[src/rtl/writeback.sv]
// writeback -- single-stage register-file writeback for an RV32 pipeline.
//
// Takes the instruction presented by the memory stage, chooses its result
// (ALU / aligned load / PC+4 / CSR) and registers the register-file write,
// the retire pulse and the misaligned-load trap pulse. Latency is one cycle.
//
// Ports:
//   i_clk, i_rst_n           clock, async active-low reset
//   i_valid, i_flush         accept = i_valid & ~i_flush
//   i_rd_addr, i_rd_we       destination register and its write request
//   i_wb_sel                 00 ALU, 01 load, 10 PC+4, 11 CSR
//   i_alu_result, i_pc_plus4, i_csr_rdata, i_load_word   candidate results
//   i_load_funct3, i_addr_lo load width/sign and byte offset
//   i_instret_we/_wdata      minstret (bit0) / minstreth (bit1) CSR writes
//   o_rf_we/_waddr/_wdata    register-file write port (also forwarding value)
//   o_retire, o_misaligned   one-cycle pulses
//   o_instret                retired-instruction count
//
// Optional feature: define WB_INSTRET_EN to build the retired-instruction
// counter. Without it o_instret is tied to 0 and the CSR inputs are ignored.

module writeback #(
  parameter int INSTRET_W = 64
) (
  input  logic                 i_clk,
  input  logic                 i_rst_n,
  input  logic                 i_valid,
  input  logic                 i_flush,
  input  logic [4:0]           i_rd_addr,
  input  logic                 i_rd_we,
  input  logic [1:0]           i_wb_sel,
  input  logic [31:0]          i_alu_result,
  input  logic [31:0]          i_pc_plus4,
  input  logic [31:0]          i_csr_rdata,
  input  logic [31:0]          i_load_word,
  input  logic [2:0]           i_load_funct3,
  input  logic [1:0]           i_addr_lo,
  input  logic [1:0]           i_instret_we,
  input  logic [31:0]          i_instret_wdata,
  output logic                 o_rf_we,
  output logic [4:0]           o_rf_waddr,
  output logic [31:0]          o_rf_wdata,
  output logic                 o_retire,
  output logic                 o_misaligned,
  output logic [INSTRET_W-1:0] o_instret
);

  localparam logic [1:0] SEL_ALU = 2'b00;
  localparam logic [1:0] SEL_LD  = 2'b01;
  localparam logic [1:0] SEL_PC4 = 2'b10;

  logic        accept, is_load, misal, retire_d, rf_we_d;
  logic [7:0]  ld_byte;
  logic [15:0] ld_half;
  logic [31:0] ld_data, result;

  assign accept  = i_valid & ~i_flush;
  assign is_load = (i_wb_sel == SEL_LD);

  // Byte lane picked by the full offset, halfword lane by offset[1].
  always_comb begin
    ld_byte = 8'h00;
    case (i_addr_lo)
      2'd0: ld_byte = i_load_word[7:0];
      2'd1: ld_byte = i_load_word[15:8];
      2'd2: ld_byte = i_load_word[23:16];
      2'd3: ld_byte = i_load_word[31:24];
      default: ld_byte = 8'h00;
    endcase
  end

  assign ld_half = i_addr_lo[1] ? i_load_word[31:16] : i_load_word[15:0];

  // Unlisted funct3 codes fall into the word path, including its alignment rule.
  always_comb begin
    ld_data = i_load_word;
    misal   = 1'b0;
    case (i_load_funct3)
      3'b000: ld_data = {{24{ld_byte[7]}}, ld_byte};
      3'b100: ld_data = {24'h0, ld_byte};
      3'b001: begin
        ld_data = {{16{ld_half[15]}}, ld_half};
        misal   = i_addr_lo[0];
      end
      3'b101: begin
        ld_data = {16'h0, ld_half};
        misal   = i_addr_lo[0];
      end
      default: begin
        ld_data = i_load_word;
        misal   = (i_addr_lo != 2'b00);
      end
    endcase
    misal = misal & is_load;
  end

  always_comb begin
    result = i_csr_rdata;
    case (i_wb_sel)
      SEL_ALU: result = i_alu_result;
      SEL_LD:  result = ld_data;
      SEL_PC4: result = i_pc_plus4;
      default: result = i_csr_rdata;
    endcase
  end

  // A trapped load neither writes nor retires; x0 writes are dropped but retire.
  assign retire_d = accept & ~misal;
  assign rf_we_d  = retire_d & i_rd_we & (i_rd_addr != 5'd0);

  always_ff @(posedge i_clk or negedge i_rst_n) begin
    if (!i_rst_n) begin
      o_rf_we      <= 1'b0;
      o_retire     <= 1'b0;
      o_misaligned <= 1'b0;
      o_rf_waddr   <= 5'd0;
      o_rf_wdata   <= 32'd0;
    end else begin
      o_rf_we      <= rf_we_d;
      o_retire     <= retire_d;
      o_misaligned <= accept & misal;
      // Address/data hold between writes so forwarding sees the last value.
      if (rf_we_d) begin
        o_rf_waddr <= i_rd_addr;
        o_rf_wdata <= result;
      end
    end
  end

`ifdef WB_INSTRET_EN
  logic [INSTRET_W-1:0] cnt, cnt_base, wr_mask, wr_val;

  // Written halves take the CSR data; unwritten halves keep their value
  // (no increment is applied on a CSR-write cycle).
  if (INSTRET_W > 32) begin : g_hi
    assign wr_mask = {{(INSTRET_W-32){i_instret_we[1]}}, {32{i_instret_we[0]}}};
    assign wr_val  = {i_instret_wdata[INSTRET_W-33:0], i_instret_wdata};
  end else begin : g_lo
    logic unused_hi_we;
    assign unused_hi_we = i_instret_we[1];
    assign wr_mask = {32{i_instret_we[0]}};
    assign wr_val  = i_instret_wdata;
  end

  assign cnt_base = (wr_mask != '0) ? cnt : cnt + INSTRET_W'(retire_d);

  always_ff @(posedge i_clk or negedge i_rst_n) begin
    if (!i_rst_n) cnt <= '0;
    else          cnt <= (cnt_base & ~wr_mask) | (wr_val & wr_mask);
  end

  assign o_instret = cnt;
`else
  logic unused_instret;
  assign unused_instret = ^{i_instret_we, i_instret_wdata};
  assign o_instret      = '0;
`endif

endmodule

[config.mk]
export PLATFORM = sky130hd
export DESIGN_NAME = writeback
export DESIGN_NICKNAME = d
export VERILOG_FILES = /design/src/rtl/writeback.sv
export SDC_FILE = /design/constraint.sdc
export NUM_CORES = 1
export LEC_CHECK = 0
export BUFFER_PORTS_ARGS = -buffer_cell sky130_fd_sc_hd__buf_2
export CORE_AREA = 2 2 108 110
export CTS_CLUSTER_SIZE = 24
export DETAILED_ROUTE_END_ITERATION = 10
export DIE_AREA = 0 0 110 112
export PLACE_DENSITY = 0.69
export SLEW_MARGIN = 10
export SYNTH_ARGS = -nofsm -noshare
export SYNTH_HDL_FRONTEND = slang
export SYNTH_SLANG_ARGS = --single-unit
[constraint.sdc]
create_clock -name i_clk -period 0.8 [get_ports i_clk]
set_input_delay 0.16 -clock i_clk [delete_from_list [all_inputs] [get_ports i_clk]]
set_output_delay 0.16 -clock i_clk [all_outputs]
set_load 0.02 [all_outputs]
== Word-level counts from Yosys, hierarchy flattened ==
Index checks and enable logic that the tools add are counted.
W data, S select, Z words.

* Flip-flop bits (word level): 40
* Input bits: 179
* Output and inout port bits: 104
* Word-level logic and storage cells: 33

* Equality and inequality tests: 8
* Muxes and demuxes: 5
* Bitwise logic cells: 8
* Reductions and logical operators: 7

{| class="wikitable"
|+ Operators by type and width
! operator !! number
|-
| $pmux W32 S4 || 1
|-
| $pmux W32 S3 || 1
|-
| $pmux W8 S4 || 1
|-
| $mux W16 || 1
|-
| $and A1 B1 Y1 || 6
|-
| $eq A2 B2 Y1 const B || 3
|-
| $eq A3 B3 Y1 const B || 2
|-
| $reduce_bool A5 Y1 || 1
|-
| $eq A2 B1 Y1 const B || 2
|-
| $logic_not A2 Y1 || 2
|-
| $reduce_or A2 Y1 || 2
|-
| $eq A3 B1 Y1 const B || 1
|-
| $logic_not A3 Y1 || 1
|-
| $not A1 Y1 || 2
|-
| $pmux W1 S2 || 1
|-
| $reduce_bool A2 Y1 || 1
|}

== Logic depth before layout (Yosys ltp) ==
* Depth in word-level cells: 8
* Mapped depth: 8
* Mapped depth without buffers: 5

== Worst setup path after synthesis ==
Ideal clock, no wire load.

* Path kind: input port to flip-flop
* From: in i_rd_addr[0]
* To: reg o_rf_waddr[0]
* Library setup time: 125 ps
* Arrival: 1432 ps
* Data required time: 675 ps
* Path slack: -757 ps
* Stages on the path: 4
* Path buffers: 1
* Cell sequence: or4_1 > o211ai_2 > buf_4 > mux2_4

* Longest elaborated chain between the ends: 2

{| class="wikitable"
|+ RTL lines
! what !! RTL line !! text
|-
| start, declared || 29 || <nowiki>input logic [4:0] i_rd_addr,</nowiki>
|-
| $reduce_bool A5 Y1 || 109 || <nowiki>assign rf_we_d = retire_d & i_rd_we & (i_rd_addr != 5'd0);</nowiki>
|-
| $and A1 B1 Y1 || 109 ||
|-
| end signal, assigned || 124 || <nowiki>o_rf_waddr <= i_rd_addr;</nowiki>
|-
| end, declared || 41 || <nowiki>output logic [4:0] o_rf_waddr,</nowiki>
|}

Parallel ways exist; a longest one is shown, timed or not.
A chain may end at the register's enable or synchronous reset.

== Final worst setup path ==
* From: in i_rd_addr[4]
* To: reg o_rf_waddr[1]

* Longest elaborated chain between the ends: 2

{| class="wikitable"
|+ RTL lines
! what !! RTL line
|-
| $reduce_bool A5 Y1 || 109
|-
| $and A1 B1 Y1 || 109
|}

Every way passes these cells.

==> impl_metrics.ini <==
[outcome]
status = complete, but fails checks
failed_checks = setup timing

[clocking]
cts_buffer_depth = 2
htree_levels = 2
cts_tree = built
numClockSinks = 40
cts-root-buf = clkbuf_16
clkTransAtPathRegs_ps = 60
clock_latency_ps = 280
numCtsBuffers = 5

[finish]
nNetsFinal = 887
design_area_um2 = 5700
drive_above_1_share_pct = 45.7
post-route-util_pct = 51.0
area_growth_pct = 62.3
final.fill_count = 1102

[placement]
placement.io_buffers = 184
dp_hpwl_um = 11200
gp_congestion = 0.882
dpl_worst_slack_ps = -980
dpl_cell_area_um2 = 4870

[logic_synthesis]
ys_ff_latch = 40
avgSynthCellArea_um2 = 7.88
synth_cells = 446
ys.flop_type = dfrtp_1
synth_edf_count = 0
syn_area_um2 = 3510
yosysWarnings = 0
async_flop_share_pct = 100
yosysSeqAreaShare_pct = 28.5
synth.distinct_cells = 48

[worst_setup_path]
path_class = in2reg
slowest_stage = or4_4
cp-start-kind = input pin
cp-end-kind = flop
crit_family = simple AND/OR/NAND/NOR gates
cp.arrival_ps = 1540
worst_path_largest_cell_delay_ps = 540
crit_buf_inv = 2
path_cells = buf_6, or4_4, o211ai_4, buf_8, mux2_4
cp_max_fo = 7
crit_required_ps = 970

[pwr]
powerDensity_nw_per_um2 = 1690
p_leak_nw = 2.88
peakVddDrop_v = 0.00111

[sta]
hold_viol_final = 0
fin_ws_ps = -569
clock-skew-final_ps = 0
fmax_mhz = 730
whs_ps = 108
grt_setup_unrepaired = true
finalCritPeriodShare_pct = 171
final_max_slew_viol_count = 0
min_period_ps = 1370
setup_viol = 79

[global_route]
track_usage_pct = 22.3
globalRouteOverflowTotal = 0
grt_antenna_before_repair = 2
grt_pass1_vias = 4082
grt_pass1_wl_um = 21100
grt_max_degree = 41

[floorplan]
rows = 39
core_area_um2 = 11200
die_y_um = 112
die_width_um = 110
fp.dieArea_um2 = 12300
io_pins = 283
initial_utilization_pct = 31.4

[routing]
dr.pass1.iters = 4
route.detailed.drc = 0
vias_per_cell = 4.95
drt_iter0_markers = 294
detail_route.wl_per_cell_um = 16.6
final_antenna_net_count = 0
num_vias = 4225
routed_wl_um = 14200

[run]
drv_cap = 0

[worst_hold_path]
hold_path_class = in2reg
==> where the power goes <==
group / leakage, nW / total [mW] / internal, mW / switching, mW
combinational: 2.28 / 4.37 / 2.22 / 2.15
sequential: 0.502 / 2.75 / 2.44 / 0.314
clock: 0.0901 / 2.49 / 1.64 / 0.847
==> flip-flops by register name, indices dropped and copies added (netlist names) <==
signal	count
o_retire	1
o_misaligned	1
o_rf_wdata	32
o_rf_we	1
o_rf_waddr	5
==> placed cells by master (no fill, tap or decap), types with 4 or more instances in the layout <==
cell,instances
mux2_4,4
dfrtp_1,40
o21ai_1,26
buf_4,96
and2_1,15
a22o_1,4
a211oi_1,17
o22ai_1,23
mux2i_1,15
clkbuf_16,5
nor2_1,17
conb_1,64
buf_12,7
nand2b_1,6
o21ai_0,25
o221ai_1,7
nand2_1,55
o2111ai_1,9
a21oi_1,37
buf_6,46
buf_2,137
inv_1,5
==> area by class of cell <==
cell class                      count  area (um^2)  area share, %
Clock inverter                      1         30.0          0.527
Clock buffer                        7          153           2.68
Tap cell                          143          179           3.14
Inverter                            7         26.3          0.461
Antenna cell                        2         5.00         0.0878
Sequential cell                    40         1000           17.6
Multi-Input combinational cell    364         2170           38.1
Timing Repair Buffer              290         2130           37.4
==> Yosys cell counts, drive strengths merged (2+ instances only) <==
library cell  instances  area, um^2
mux2                  4        60.1
nand3                 2        10.0
clkbuf               19        71.3
nand2b                8        52.6
mux2i                15         150
o21ai                52         260
dfrtp                40        1000
o31ai                 2        15.0
buf                  79         563
nor3b                 2        15.0
a22o                  4        35.0
nor2                 18        67.6
o221ai                7        61.3
inv                   6        22.5
o22ai                23         144
nor3                  2        10.0
o311ai                2        17.5
and2                 17         106
nand2                56         210
nor2b                 2        12.5
mux4                  2        45.0
o2111ai              10        87.6
a221o                 2        20.0
a21oi                40         215
a211oi               19         155
==> worst paths after layout <==
kind | slack [ps] | start | to | depth (start not counted)
worst max register to register | -90 | o_rf_waddr[1] | o_rf_waddr[1] | 2
worst min register to register | 510 | o_rf_wdata[31] | o_rf_wdata[31] | 2
worst max-delay path | -570 | i_rd_addr[4] | o_rf_waddr[1] | 5
max in group asynchronous | 210 | i_rst_n | o_rf_wdata[3] | 3
worst min-delay path | 110 | i_rd_addr[3] | o_rf_waddr[3] | 2
min in group asynchronous | 380 | i_rst_n | o_rf_wdata[27] | 3
==> logic make-up after synthesis <==
family,after synthesis,synth area share (%)
other,1,0.107
multiplexers,21,7.26
buffers and inverters,105,18.8
AO/OA/AOI/OAI,169,30.9
AND/OR/NAND/NOR,110,14.5
flip-flops,40,28.5
==> through the flow <==
| step | std cells | setup TNS [ps] | power, mW |
|---|---|---|---|
| after floorplan | 509 | -24080 | 4.77 |
| final | 854 | -25950 | 9.61 |
| after global placement | 814 | -31580 | 5.95 |
| after CTS | 844 | -25320 | 9.50 |
| after detailed placement | 814 | -33030 | 6.03 |
| after global routing | 852 | -28080 | 10.1 |
==> per-layer routing <==
metal	share of wire, %	GRT usage (%)
met5	0.11	0
met1	40	26.3
met3	8.6	5.97
met2	49	39.1
met4	1.8	5.91
==> what timing repair did <==
item,in CTS,in global routing
setup endpoints to repair,79,78
hold buffers,1,0
gates resized for setup,103,12
hold endpoints to repair,40,0
pin swaps,7,8
gates cloned,1,0
setup buffers,20,9
Note: power is estimated with default switching activity, not from simulation.
